## src/rtl/gemm_seq_pkg.sv

```systemverilog
// Shared types and constants for the GEMM tile sequencer: FSM states,
// GEMM register offsets and the DIM register field layout.
package gemm_seq_pkg;

  typedef enum logic [3:0] {
    S_IDLE,
    S_LOAD,
    S_WR_ASTR,
    S_WR_BSTR,
    S_WR_AADR,
    S_WR_BADR,
    S_WR_CADR,
    S_WR_CTRL,
    S_WR_DIM,
    S_POLL_FULL,
    S_POLL_DONE,
    S_FIN
  } seq_state_e;

  localparam logic [31:0] REG_A_ADDR   = 32'd0;
  localparam logic [31:0] REG_B_ADDR   = 32'd4;
  localparam logic [31:0] REG_C_ADDR   = 32'd8;
  localparam logic [31:0] REG_A_STRIDE = 32'd12;
  localparam logic [31:0] REG_B_STRIDE = 32'd16;
  localparam logic [31:0] REG_CTRL     = 32'd20;
  localparam logic [31:0] REG_DIM      = 32'd24;

  localparam int DIM_K_SHIFT = 5;
  localparam int DIM_N_SHIFT = 10;

  function automatic logic [31:0] pack_dim(logic [4:0] msize, logic [4:0] ksize,
                                           logic [4:0] nsize);
    return 32'(msize) | (32'(ksize) << DIM_K_SHIFT) | (32'(nsize) << DIM_N_SHIFT);
  endfunction

endpackage

```

## src/rtl/gemm_tile_sequencer_if.sv

```systemverilog
// System bus between the tile sequencer (master) and the GEMM top (slave).
interface gemm_tile_sequencer_if;
  logic        en;
  logic        rdwr;
  logic [31:0] addr;
  logic [31:0] wr_data;
  logic [31:0] rd_data;

  modport master (output en, rdwr, addr, wr_data, input rd_data);
  modport slave  (input en, rdwr, addr, wr_data, output rd_data);
endinterface

```

## src/rtl/gemm_tile_sequencer_iter.sv

```systemverilog
// Tile walker: n (outer) / m / k (inner) indices, size clamps, first/last
// flags and running address offsets for the current tile.
module gemm_tile_iter
  import gemm_seq_pkg::*;
#(
  parameter int BLK_N = 16,
  parameter int BLK_K = 16,
  parameter int BLK_M = 16
) (
  input  logic        clk,
  input  logic        rst,
  input  logic        init,
  input  logic        advance,
  input  logic [15:0] dim_m,
  input  logic [15:0] dim_k,
  input  logic [15:0] dim_n,
  input  logic [31:0] a_base,
  input  logic [31:0] b_base,
  input  logic [31:0] c_base,
  output logic [31:0] a_addr,
  output logic [31:0] b_addr,
  output logic [31:0] c_addr,
  output logic [1:0]  ctrl,
  output logic [31:0] dim_word,
  output logic        blk_done,
  output logic        all_done
);

  logic [15:0] n_q, n_d, m_q, m_d, k_q, k_d;
  logic [31:0] a_row_q, a_row_d, b_row_q, b_row_d, c_row_q, c_row_d;
  logic [31:0] step_a_q, step_a_d, step_b_q, step_b_d, step_c_q, step_c_d;
  logic [31:0] b_tail_q, b_tail_d, b_last_q, b_last_d;

  logic [16:0] n_end, m_end, k_end;
  logic [15:0] n_rem, m_rem, k_rem;
  logic [4:0]  nsize, msize, ksize;
  logic        n_last, m_last, k_last;

  assign n_end  = {1'b0, n_q} + 17'(BLK_N);
  assign m_end  = {1'b0, m_q} + 17'(BLK_M);
  assign k_end  = {1'b0, k_q} + 17'(BLK_K);
  assign n_last = n_end >= {1'b0, dim_n};
  assign m_last = m_end >= {1'b0, dim_m};
  assign k_last = k_end >= {1'b0, dim_k};

  assign n_rem = dim_n - n_q;
  assign m_rem = dim_m - m_q;
  assign k_rem = dim_k - k_q;
  assign nsize = (n_rem >= 16'(BLK_N)) ? 5'(BLK_N) : n_rem[4:0];
  assign msize = (m_rem >= 16'(BLK_M)) ? 5'(BLK_M) : m_rem[4:0];
  assign ksize = (k_rem >= 16'(BLK_K)) ? 5'(BLK_K) : k_rem[4:0];

  assign blk_done = k_last && m_last;
  assign all_done = blk_done && n_last;
  assign ctrl     = {k_q == 16'd0, k_last};
  assign dim_word = pack_dim(msize, ksize, nsize);

  // B points at the last row of the tile; on the final k tile that row is K-1.
  assign a_addr = a_base + a_row_q + 32'(k_q);
  assign b_addr = b_base + 32'(n_q) + (k_last ? b_last_q : b_row_q + b_tail_q);
  assign c_addr = c_base + 32'(n_q) + c_row_q;

  always_comb begin
    n_d      = n_q;
    m_d      = m_q;
    k_d      = k_q;
    a_row_d  = a_row_q;
    b_row_d  = b_row_q;
    c_row_d  = c_row_q;
    step_a_d = step_a_q;
    step_b_d = step_b_q;
    step_c_d = step_c_q;
    b_tail_d = b_tail_q;
    b_last_d = b_last_q;
    if (init) begin
      // Products are formed once per job and held; the tile walk only adds.
      n_d      = '0;
      m_d      = '0;
      k_d      = '0;
      a_row_d  = '0;
      b_row_d  = '0;
      c_row_d  = '0;
      step_a_d = 32'(BLK_M) * {16'd0, dim_k};
      step_b_d = 32'(BLK_K) * {16'd0, dim_n};
      step_c_d = 32'(BLK_M) * {16'd0, dim_n};
      b_tail_d = 32'(BLK_K - 1) * {16'd0, dim_n};
      b_last_d = {16'd0, dim_k - 16'd1} * {16'd0, dim_n};
    end else if (advance) begin
      if (!k_last) begin
        k_d     = k_end[15:0];
        b_row_d = b_row_q + step_b_q;
      end else begin
        k_d     = '0;
        b_row_d = '0;
        if (!m_last) begin
          m_d     = m_end[15:0];
          a_row_d = a_row_q + step_a_q;
          c_row_d = c_row_q + step_c_q;
        end else begin
          m_d     = '0;
          a_row_d = '0;
          c_row_d = '0;
          n_d     = n_end[15:0];
        end
      end
    end
  end

  always_ff @(posedge clk) begin
    if (!rst) begin
      n_q      <= '0;
      m_q      <= '0;
      k_q      <= '0;
      a_row_q  <= '0;
      b_row_q  <= '0;
      c_row_q  <= '0;
      step_a_q <= '0;
      step_b_q <= '0;
      step_c_q <= '0;
      b_tail_q <= '0;
      b_last_q <= '0;
    end else begin
      n_q      <= n_d;
      m_q      <= m_d;
      k_q      <= k_d;
      a_row_q  <= a_row_d;
      b_row_q  <= b_row_d;
      c_row_q  <= c_row_d;
      step_a_q <= step_a_d;
      step_b_q <= step_b_d;
      step_c_q <= step_c_d;
      b_tail_q <= b_tail_d;
      b_last_q <= b_last_d;
    end
  end

endmodule

```

## src/rtl/gemm_tile_sequencer.sv

```systemverilog
// Bus master that tiles C = A x B onto the GEMM register file, one tile per
// 7-write + poll burst. Optional poll watchdog: GEMM_SEQ_TIMEOUT_EN.
module gemm_tile_sequencer
  import gemm_seq_pkg::*;
#(
  parameter int          BLK_N          = 16,
  parameter int          BLK_K          = 16,
  parameter int          BLK_M          = 16,
  parameter logic [31:0] BASE_ADDR      = 32'h9000_0000,
  parameter int          TIMEOUT_CYCLES = 4096
) (
  input  logic        clk,
  input  logic        rst,
  input  logic        start,
  input  logic [15:0] cfg_m,
  input  logic [15:0] cfg_k,
  input  logic [15:0] cfg_n,
  input  logic [31:0] cfg_a_base,
  input  logic [31:0] cfg_b_base,
  input  logic [31:0] cfg_c_base,
  output logic        busy,
  output logic        done,
  output logic        err,
  gemm_tile_sequencer_if.master system_bus
);

  seq_state_e  state_q, state_d;
  logic [15:0] dim_m_q, dim_m_d, dim_k_q, dim_k_d, dim_n_q, dim_n_d;
  logic [31:0] a_base_q, a_base_d, b_base_q, b_base_d, c_base_q, c_base_d;
  logic        busy_q, busy_d, done_q, done_d, en_q, en_d, rdwr_q, rdwr_d;
  logic [31:0] addr_q, addr_d, wdata_q, wdata_d;
  logic        init, advance, zero_cur, zero_next;

  logic [31:0] a_addr, b_addr, c_addr, dim_word;
  logic [1:0]  ctrl;
  logic        blk_done, all_done;
  logic        unused_rd_bits;

`ifdef GEMM_SEQ_TIMEOUT_EN
  localparam int CNT_W = $clog2(TIMEOUT_CYCLES + 1);
  logic [CNT_W-1:0] cnt_q, cnt_d;
  logic             err_q, err_d;
`else
  logic unused_timeout;
  assign unused_timeout = (TIMEOUT_CYCLES > 0);
`endif

  assign unused_rd_bits = ^system_bus.rd_data[31:1];
  assign zero_cur = (dim_m_q == 16'd0) || (dim_k_q == 16'd0) || (dim_n_q == 16'd0);

  gemm_tile_iter #(.BLK_N(BLK_N), .BLK_K(BLK_K), .BLK_M(BLK_M)) u_iter (
    .clk      (clk),
    .rst      (rst),
    .init     (init),
    .advance  (advance),
    .dim_m    (dim_m_q),
    .dim_k    (dim_k_q),
    .dim_n    (dim_n_q),
    .a_base   (a_base_q),
    .b_base   (b_base_q),
    .c_base   (c_base_q),
    .a_addr   (a_addr),
    .b_addr   (b_addr),
    .c_addr   (c_addr),
    .ctrl     (ctrl),
    .dim_word (dim_word),
    .blk_done (blk_done),
    .all_done (all_done)
  );

  always_comb begin
    // NOTE: every signal gets a default before the case so no path leaves
    // one unassigned, which would otherwise infer a latch.
    state_d  = state_q;
    dim_m_d  = dim_m_q;
    dim_k_d  = dim_k_q;
    dim_n_d  = dim_n_q;
    a_base_d = a_base_q;
    b_base_d = b_base_q;
    c_base_d = c_base_q;
    init     = 1'b0;
    advance  = 1'b0;

    unique case (state_q)
      S_IDLE: if (start) begin
        dim_m_d  = cfg_m;
        dim_k_d  = cfg_k;
        dim_n_d  = cfg_n;
        a_base_d = cfg_a_base;
        b_base_d = cfg_b_base;
        c_base_d = cfg_c_base;
        state_d  = S_LOAD;
      end
      S_LOAD: begin
        init    = 1'b1;
        state_d = zero_cur ? S_FIN : S_WR_ASTR;
      end
      S_WR_ASTR: state_d = S_WR_BSTR;
      S_WR_BSTR: state_d = S_WR_AADR;
      S_WR_AADR: state_d = S_WR_BADR;
      S_WR_BADR: state_d = S_WR_CADR;
      S_WR_CADR: state_d = S_WR_CTRL;
      S_WR_CTRL: state_d = S_WR_DIM;
      S_WR_DIM:  state_d = S_POLL_FULL;
      S_POLL_FULL: if (!system_bus.rd_data[0]) begin
        if (blk_done) begin
          state_d = S_POLL_DONE;
        end else begin
          advance = 1'b1;
          state_d = S_WR_ASTR;
        end
      end
      S_POLL_DONE: if (system_bus.rd_data[0]) begin
        if (all_done) begin
          state_d = S_FIN;
        end else begin
          advance = 1'b1;
          state_d = S_WR_ASTR;
        end
      end
      S_FIN:   state_d = S_IDLE;
      default: state_d = S_IDLE;
    endcase

`ifdef GEMM_SEQ_TIMEOUT_EN
    // Counter runs only while stalled in a poll state; any move clears it.
    cnt_d = '0;
    err_d = err_q;
    if (state_q == S_IDLE && start) err_d = 1'b0;
    if ((state_q == S_POLL_FULL || state_q == S_POLL_DONE) && state_d == state_q) begin
      if (cnt_q == CNT_W'(TIMEOUT_CYCLES - 1)) begin
        state_d = S_FIN;
        err_d   = 1'b1;
      end else begin
        cnt_d = cnt_q + CNT_W'(1);
      end
    end
`endif

    zero_next = (dim_m_d == 16'd0) || (dim_k_d == 16'd0) || (dim_n_d == 16'd0);
    busy_d    = (state_d != S_IDLE) && (state_d != S_FIN) && !zero_next;

    // Outputs are decoded from the next state so the bus is registered.
    en_d    = 1'b0;
    rdwr_d  = 1'b0;
    addr_d  = '0;
    wdata_d = '0;
    done_d  = 1'b0;
    unique case (state_d)
      S_WR_ASTR: begin en_d = 1'b1; rdwr_d = 1'b1; addr_d = BASE_ADDR + REG_A_STRIDE; wdata_d = 32'(dim_k_d); end
      S_WR_BSTR: begin en_d = 1'b1; rdwr_d = 1'b1; addr_d = BASE_ADDR + REG_B_STRIDE; wdata_d = 32'(dim_n_d); end
      S_WR_AADR: begin en_d = 1'b1; rdwr_d = 1'b1; addr_d = BASE_ADDR + REG_A_ADDR;   wdata_d = a_addr; end
      S_WR_BADR: begin en_d = 1'b1; rdwr_d = 1'b1; addr_d = BASE_ADDR + REG_B_ADDR;   wdata_d = b_addr; end
      S_WR_CADR: begin en_d = 1'b1; rdwr_d = 1'b1; addr_d = BASE_ADDR + REG_C_ADDR;   wdata_d = c_addr; end
      S_WR_CTRL: begin en_d = 1'b1; rdwr_d = 1'b1; addr_d = BASE_ADDR + REG_CTRL;     wdata_d = 32'(ctrl); end
      S_WR_DIM:  begin en_d = 1'b1; rdwr_d = 1'b1; addr_d = BASE_ADDR + REG_DIM;      wdata_d = dim_word; end
      S_POLL_FULL: begin en_d = 1'b1; addr_d = BASE_ADDR + REG_A_ADDR; end
      S_POLL_DONE: begin en_d = 1'b1; addr_d = BASE_ADDR + REG_DIM; end
      S_FIN:     done_d = 1'b1;
      default: ;
    endcase
  end

  always_ff @(posedge clk) begin
    // NOTE: state elements use non-blocking assignments so every flop
    // samples pre-edge values regardless of statement order.
    if (!rst) begin
      state_q  <= S_IDLE;
      dim_m_q  <= '0;
      dim_k_q  <= '0;
      dim_n_q  <= '0;
      a_base_q <= '0;
      b_base_q <= '0;
      c_base_q <= '0;
      busy_q   <= 1'b0;
      done_q   <= 1'b0;
      en_q     <= 1'b0;
      rdwr_q   <= 1'b0;
      addr_q   <= '0;
      wdata_q  <= '0;
    end else begin
      state_q  <= state_d;
      dim_m_q  <= dim_m_d;
      dim_k_q  <= dim_k_d;
      dim_n_q  <= dim_n_d;
      a_base_q <= a_base_d;
      b_base_q <= b_base_d;
      c_base_q <= c_base_d;
      busy_q   <= busy_d;
      done_q   <= done_d;
      en_q     <= en_d;
      rdwr_q   <= rdwr_d;
      addr_q   <= addr_d;
      wdata_q  <= wdata_d;
    end
  end

`ifdef GEMM_SEQ_TIMEOUT_EN
  always_ff @(posedge clk) begin
    if (!rst) begin
      cnt_q <= '0;
      err_q <= 1'b0;
    end else begin
      cnt_q <= cnt_d;
      err_q <= err_d;
    end
  end
  assign err = err_q;
`else
  assign err = 1'b0;
`endif

  assign busy               = busy_q;
  assign done               = done_q;
  assign system_bus.en      = en_q;
  assign system_bus.rdwr    = rdwr_q;
  assign system_bus.addr    = addr_q;
  assign system_bus.wr_data = wdata_q;

endmodule

```

## src/flat_wrapper.sv

```systemverilog
// flat-port wrapper written by rule: the top's interface ports become plain ports
module gemm_tile_sequencer_flat import gemm_seq_pkg::*;
#(
  parameter int          BLK_N          = 16,
  parameter int          BLK_K          = 16,
  parameter int          BLK_M          = 16,
  parameter logic [31:0] BASE_ADDR      = 32'h9000_0000,
  parameter int          TIMEOUT_CYCLES = 4096
)
  (clk, rst, start, cfg_m, cfg_k, cfg_n, cfg_a_base, cfg_b_base, cfg_c_base, busy, done, err, system_bus_en, system_bus_rdwr, system_bus_addr, system_bus_wr_data, system_bus_rd_data);
  gemm_tile_sequencer_if system_bus_i ();
  input  logic clk;
  input  logic rst;
  input  logic start;
  input  logic [15:0] cfg_m;
  input  logic [15:0] cfg_k;
  input  logic [15:0] cfg_n;
  input  logic [31:0] cfg_a_base;
  input  logic [31:0] cfg_b_base;
  input  logic [31:0] cfg_c_base;
  output logic busy;
  output logic done;
  output logic err;
  output wire logic [$bits(system_bus_i.en)-1:0] system_bus_en;
  output wire logic [$bits(system_bus_i.rdwr)-1:0] system_bus_rdwr;
  output wire logic [$bits(system_bus_i.addr)-1:0] system_bus_addr;
  output wire logic [$bits(system_bus_i.wr_data)-1:0] system_bus_wr_data;
  input wire logic [$bits(system_bus_i.rd_data)-1:0] system_bus_rd_data;
  assign system_bus_en = system_bus_i.en;
  assign system_bus_rdwr = system_bus_i.rdwr;
  assign system_bus_addr = system_bus_i.addr;
  assign system_bus_wr_data = system_bus_i.wr_data;
  assign system_bus_i.rd_data = system_bus_rd_data;
  gemm_tile_sequencer #(.BLK_N(BLK_N), .BLK_K(BLK_K), .BLK_M(BLK_M), .BASE_ADDR(BASE_ADDR), .TIMEOUT_CYCLES(TIMEOUT_CYCLES)) u_core (.clk(clk), .rst(rst), .start(start), .cfg_m(cfg_m), .cfg_k(cfg_k), .cfg_n(cfg_n), .cfg_a_base(cfg_a_base), .cfg_b_base(cfg_b_base), .cfg_c_base(cfg_c_base), .busy(busy), .done(done), .err(err), .system_bus(system_bus_i));
endmodule
```

## config.mk

```make
export PLATFORM = sky130hd
export DESIGN_NAME = gemm_tile_sequencer_flat
export DESIGN_NICKNAME = d
export VERILOG_FILES = /design/src/rtl/gemm_seq_pkg.sv /design/src/rtl/gemm_tile_sequencer_if.sv /design/src/rtl/gemm_tile_sequencer_iter.sv /design/src/rtl/gemm_tile_sequencer.sv /design/src/flat_wrapper.sv
export SDC_FILE = /design/constraint.sdc
export NUM_CORES = 2
export LEC_CHECK = 0
export ABC_CLOCK_PERIOD_IN_PS = 8850
export CORE_MARGIN = 2
export CORE_UTILIZATION = 50
export DETAILED_ROUTE_END_ITERATION = 8
export PLACE_DENSITY = 0.8
export SYNTH_ARGS = -nofsm -noshare
export SYNTH_HDL_FRONTEND = slang
export SYNTH_SLANG_ARGS = --single-unit
export TNS_END_PERCENT = 1
```

## constraint.sdc

```tcl
create_clock -name clk -period 8.85 [get_ports clk]
set_clock_uncertainty 0.05 [all_clocks]
set_input_delay 1.3275 -clock clk [delete_from_list [all_inputs] [get_ports clk]]
set_output_delay 1.3275 -clock clk [all_outputs]
set_load 0.02 [all_outputs]
```

==> impl_metrics.yaml <==
outcome:
  status: "completed"
sta:
  worst_pin_slew_ps: 1110
  finalCriticalPeriod_ps: 8250
  setup_violations: 0
  fin_crit_sh_pct: 93.3
  hold_viol: 0
  fmax_mhz: 121
  maxSlewViolCount: 0
  post-route-worst-setup-slack_ps: 597
  rsz0062_at_grt: "false"
  tns_ps: 0
  maxSlewHeadroom_pct: 25.8
placement:
  dp.final_hpwl_mm: 88.6
  placed_cell_area_um2: 39900
  globalplace.congestion: 1.01
  preCtsSetupSlack_ps: 312
  portBuffers: 188
  dp.cells: 5523
worst_setup_path:
  cp-end-kind: "flip-flop"
  worstPathMaxFanout: 11
  cp_top_family: "adder cells"
  cp_data_required_time_ps: 9290
  arrival_ps: 8700
  criticalPathCategory: "reg -> reg"
  cp_slowest_cell: "xnor2_1"
  path_buf_inv: 6
  startpoint_type: "flip-flop"
  cp_common_cell: "fa_1"
  max_stage_delay_ps: 690
pwr:
  p_comb_share_pct: 63.2
  ir_drop_uv: 354
  swShare_pct: 49.2
  p_switching_w: 0.00607
  leakage_nw: 18.9
  power_per_cell_area_nw_per_um2: 296
  p_seq_share_pct: 18.8
  p_int_w: 0.00627
  clkPwrFrac_pct: 18.1
layout:
  drive_above_1_share_pct: 4.09
  stdcell_count: 5611
  fin_nets: 5465
  area.growth.synth_to_final_pct: 12.2
  antenna_cells: 0
  fin_area_um2: 41700
  fillers: 6595
clocking:
  clk_pin_slew_ps: 60
  cts_buffers: 49
  cts_setup_buffers: 0
  htreeDepth: 2
  cts_sinks: 391
  clockRootBuffer: "clkbuf_16"
  cts_tree: "yes"
  clk_latency_ps: 630
  cts_buffer_depth: 3
synth:
  synth_cell_types: 89
  avgSynthCellArea_um2: 8.30
  synth-seq-cells: 391
  netlist_area_um2: 37200
  yosysSeqAreaShare_pct: 21.0
  synth-edff-count: 0
  synthFlopType: "dfxtp_1"
  ys.warnings.count: 0
  synth_async_sr_flop_share_pct: 0
  synth_cells: 4482
drt:
  num_vias: 33276
  drtAntennaViolNets: 0
  via_per_inst: 5.93
  drc: 0
  routed_wl_mm: 115
  dr.pass1.iters: 6
  drt-initial-drc-count: 3132
  post_drt_wl_per_cell_um: 20.5
floorplanning:
  num_rows: 100
  fp.dieH_um: 277
  core_um2: 74100
  num_io_pins: 248
  die_width_um: 277
  start_util_pct: 50.2
  die-area_um2: 76600
grt:
  grt-ovfl-total: 0
  grt_pass1_wl_mm: 180
  grt_max_degree: 111
  grtUsageTotal_pct: 29.7
  antenna_found_initial: 0
  first_global_vias: 32573
job:
  drv_cap: 0
worst_hold_path:
  min_path_type: "reg -> reg"
## per-layer routing
metal,GRT usage [%],vias up,part of all wire [%]
met1,37.8,15852,40
li1,-,15438,-
met4,16.9,0,6.8
met2,48.2,1575,45
met5,0,-,0
met3,4.51,411,8.3
## cells in the mapped netlist (9+ instances only)
cell type | instances | area, µm²
inv_1 | 398 | 1490
buf_2 | 30 | 150
nand2b_1 | 37 | 231
a21oi_1 | 206 | 1030
nor4_1 | 40 | 250
a211o_1 | 10 | 87.6
nand2_1 | 698 | 2620
ha_1 | 416 | 5200
and3_1 | 31 | 194
o22ai_1 | 23 | 144
xnor2_1 | 202 | 1770
fa_1 | 265 | 5310
a21boi_0 | 180 | 1350
a22oi_1 | 11 | 82.6
mux2i_1 | 27 | 270
a211oi_1 | 28 | 210
a22o_1 | 33 | 289
o21a_1 | 29 | 218
nor2b_1 | 40 | 250
nor3_1 | 80 | 400
o31ai_1 | 12 | 90.1
o211ai_1 | 16 | 120
or3_1 | 28 | 175
dfxtp_1 | 391 | 7830
buf_1 | 10 | 37.5
a21o_1 | 93 | 698
nand4_1 | 40 | 250
xor2_1 | 83 | 727
a31oi_1 | 27 | 169
buf_4 | 31 | 233
or2_2 | 16 | 100
a2111oi_0 | 9 | 78.8
clkbuf_1 | 133 | 499
and2_1 | 120 | 751
nand3_1 | 82 | 410
o21bai_1 | 24 | 180
a221oi_1 | 14 | 123
o211a_1 | 10 | 100
nor2_1 | 246 | 923
nor3b_1 | 14 | 105
o21ai_0 | 184 | 921
## final timing paths
kind                                   start                         end  slack [ps]  cells after the start
hold reg to reg   u_core.u_iter.b_last_q[23]  u_core.u_iter.b_last_q[23]         410                      2
hold / removal    u_core.u_iter.b_last_q[23]  u_core.u_iter.b_last_q[23]         410                      2
setup reg to reg           u_core.dim_k_q[0]  u_core.u_iter.b_last_q[31]         600                     27
setup / recovery           u_core.dim_k_q[0]  u_core.u_iter.b_last_q[31]         600                     27
## worst register-to-register path: stages (launching register included)
cell and delay, ps:
dfxtp_1 470, inv_1 230, ha_1 320, nand2_1 120
nor3_1 60, xnor2_1 690, buf_4 340, and2_1 170
fa_1 410, inv_1 80, fa_1 430, fa_1 530
inv_1 70, fa_1 500, fa_1 510, inv_1 50
fa_1 480, inv_1 40, ha_1 320, a21oi_1 160
nor2b_1 60, a211oi_1 540, a211oi_1 270, o41ai_1 600
o21ai_0 220, xnor2_1 190, nand2_1 60, o211a_1 150
## power groups by stage
stage,clock network [W],logic [W],registers [W]
5_1_grt,0.00232,0.00863,0.00233
4_1_cts,0.00225,0.00767,0.00230
3_3_place_gp,0,0.00734,0.00233
6_report,0.00223,0.00779,0.00231
2_1_floorplan,0,0.00543,0.00223
3_5_place_dp,0,0.00757,0.00234
## cells by family (layout without fill, tap and decap cells)
| kind of cell | count (synthesis) | in the layout | share of synthesized area, % |
|---|---|---|---|
| flops | 391 | 391 | 21.0 |
| compound gates | 985 | 985 | 17.9 |
| buf+inv | 604 | 728 | 6.55 |
| other cells | 2 | 38 | 0.0202 |
| fa+ha+maj | 681 | 681 | 28.3 |
| xor+xnor | 285 | 285 | 6.71 |
| mux | 33 | 33 | 0.908 |
| simple gates | 1501 | 1501 | 18.6 |
## area by class of cell
class / instances / area [µm²] / area share (%)
Multi-Input combinational cell: 3523 / 27100 / 65.0
Sequential cell: 391 / 7830 / 18.8
Timing Repair Buffer: 242 / 2290 / 5.48
Inverter: 398 / 1490 / 3.58
Clock buffer: 61 / 1340 / 3.21
Tap cell: 969 / 1210 / 2.91
Clock inverter: 27 / 435 / 1.04
## cells in the final DEF, fill, tap and decap left out, types with 39 or more instances in the layout
master / Yosys / layout
nor2b_1: 40 / 40
nand3_1: 82 / 81
a21oi_1: 206 / 206
clkbuf_16: 0 / 49
and2_1: 120 / 120
o21ai_0: 184 / 184
xnor2_1: 202 / 201
nor2_1: 246 / 245
nand2_1: 698 / 697
buf_4: 31 / 54
nand4_1: 40 / 40
nor3_1: 80 / 78
inv_1: 398 / 398
fa_1: 265 / 265
a21boi_0: 180 / 180
nor4_1: 40 / 39
ha_1: 416 / 416
dfxtp_1: 391 / 391
clkdlybuf4s50_1: 0 / 187
a21o_1: 93 / 93
xor2_1: 83 / 83
## state kept, by name (all words and copies together) (netlist names), 4 cells and up
name,count
u_core.a_base_q,32
u_core.b_base_q,32
u_core.c_base_q,32
u_core.system_bus.wr_data,32
u_core.u_iter.b_last_q,32
u_core.u_iter.a_row_q,28
u_core.u_iter.b_row_q,28
u_core.u_iter.c_row_q,28
u_core.u_iter.b_tail_q,20
u_core.dim_k_q,16
u_core.dim_m_q,16
u_core.dim_n_q,16
u_core.u_iter.step_a_q,16
u_core.u_iter.step_c_q,15
u_core.u_iter.k_q,12
u_core.u_iter.m_q,12
u_core.u_iter.n_q,12
u_core.state_q,4
u_core.system_bus.addr,4
## through the flow
stage / total power [W] / util [%] / hold WS, ps
global route: 0.0133 / 56.3 / 440
detailed placement: 0.00990 / 53.9 / 398
floorplan: 0.00766 / - / 375
finish: 0.0123 / 56.3 / 412
global placement: 0.00967 / 53.9 / 391
CTS: 0.0122 / 56.3 / 411
## what timing repair did
item,in CTS,in global routing
hold endpoints to repair,0,0
hold buffers,0,0
endpoints found under the setup margin,0,4
gates resized for setup,0,2
(Power assumes the default switching activity.)
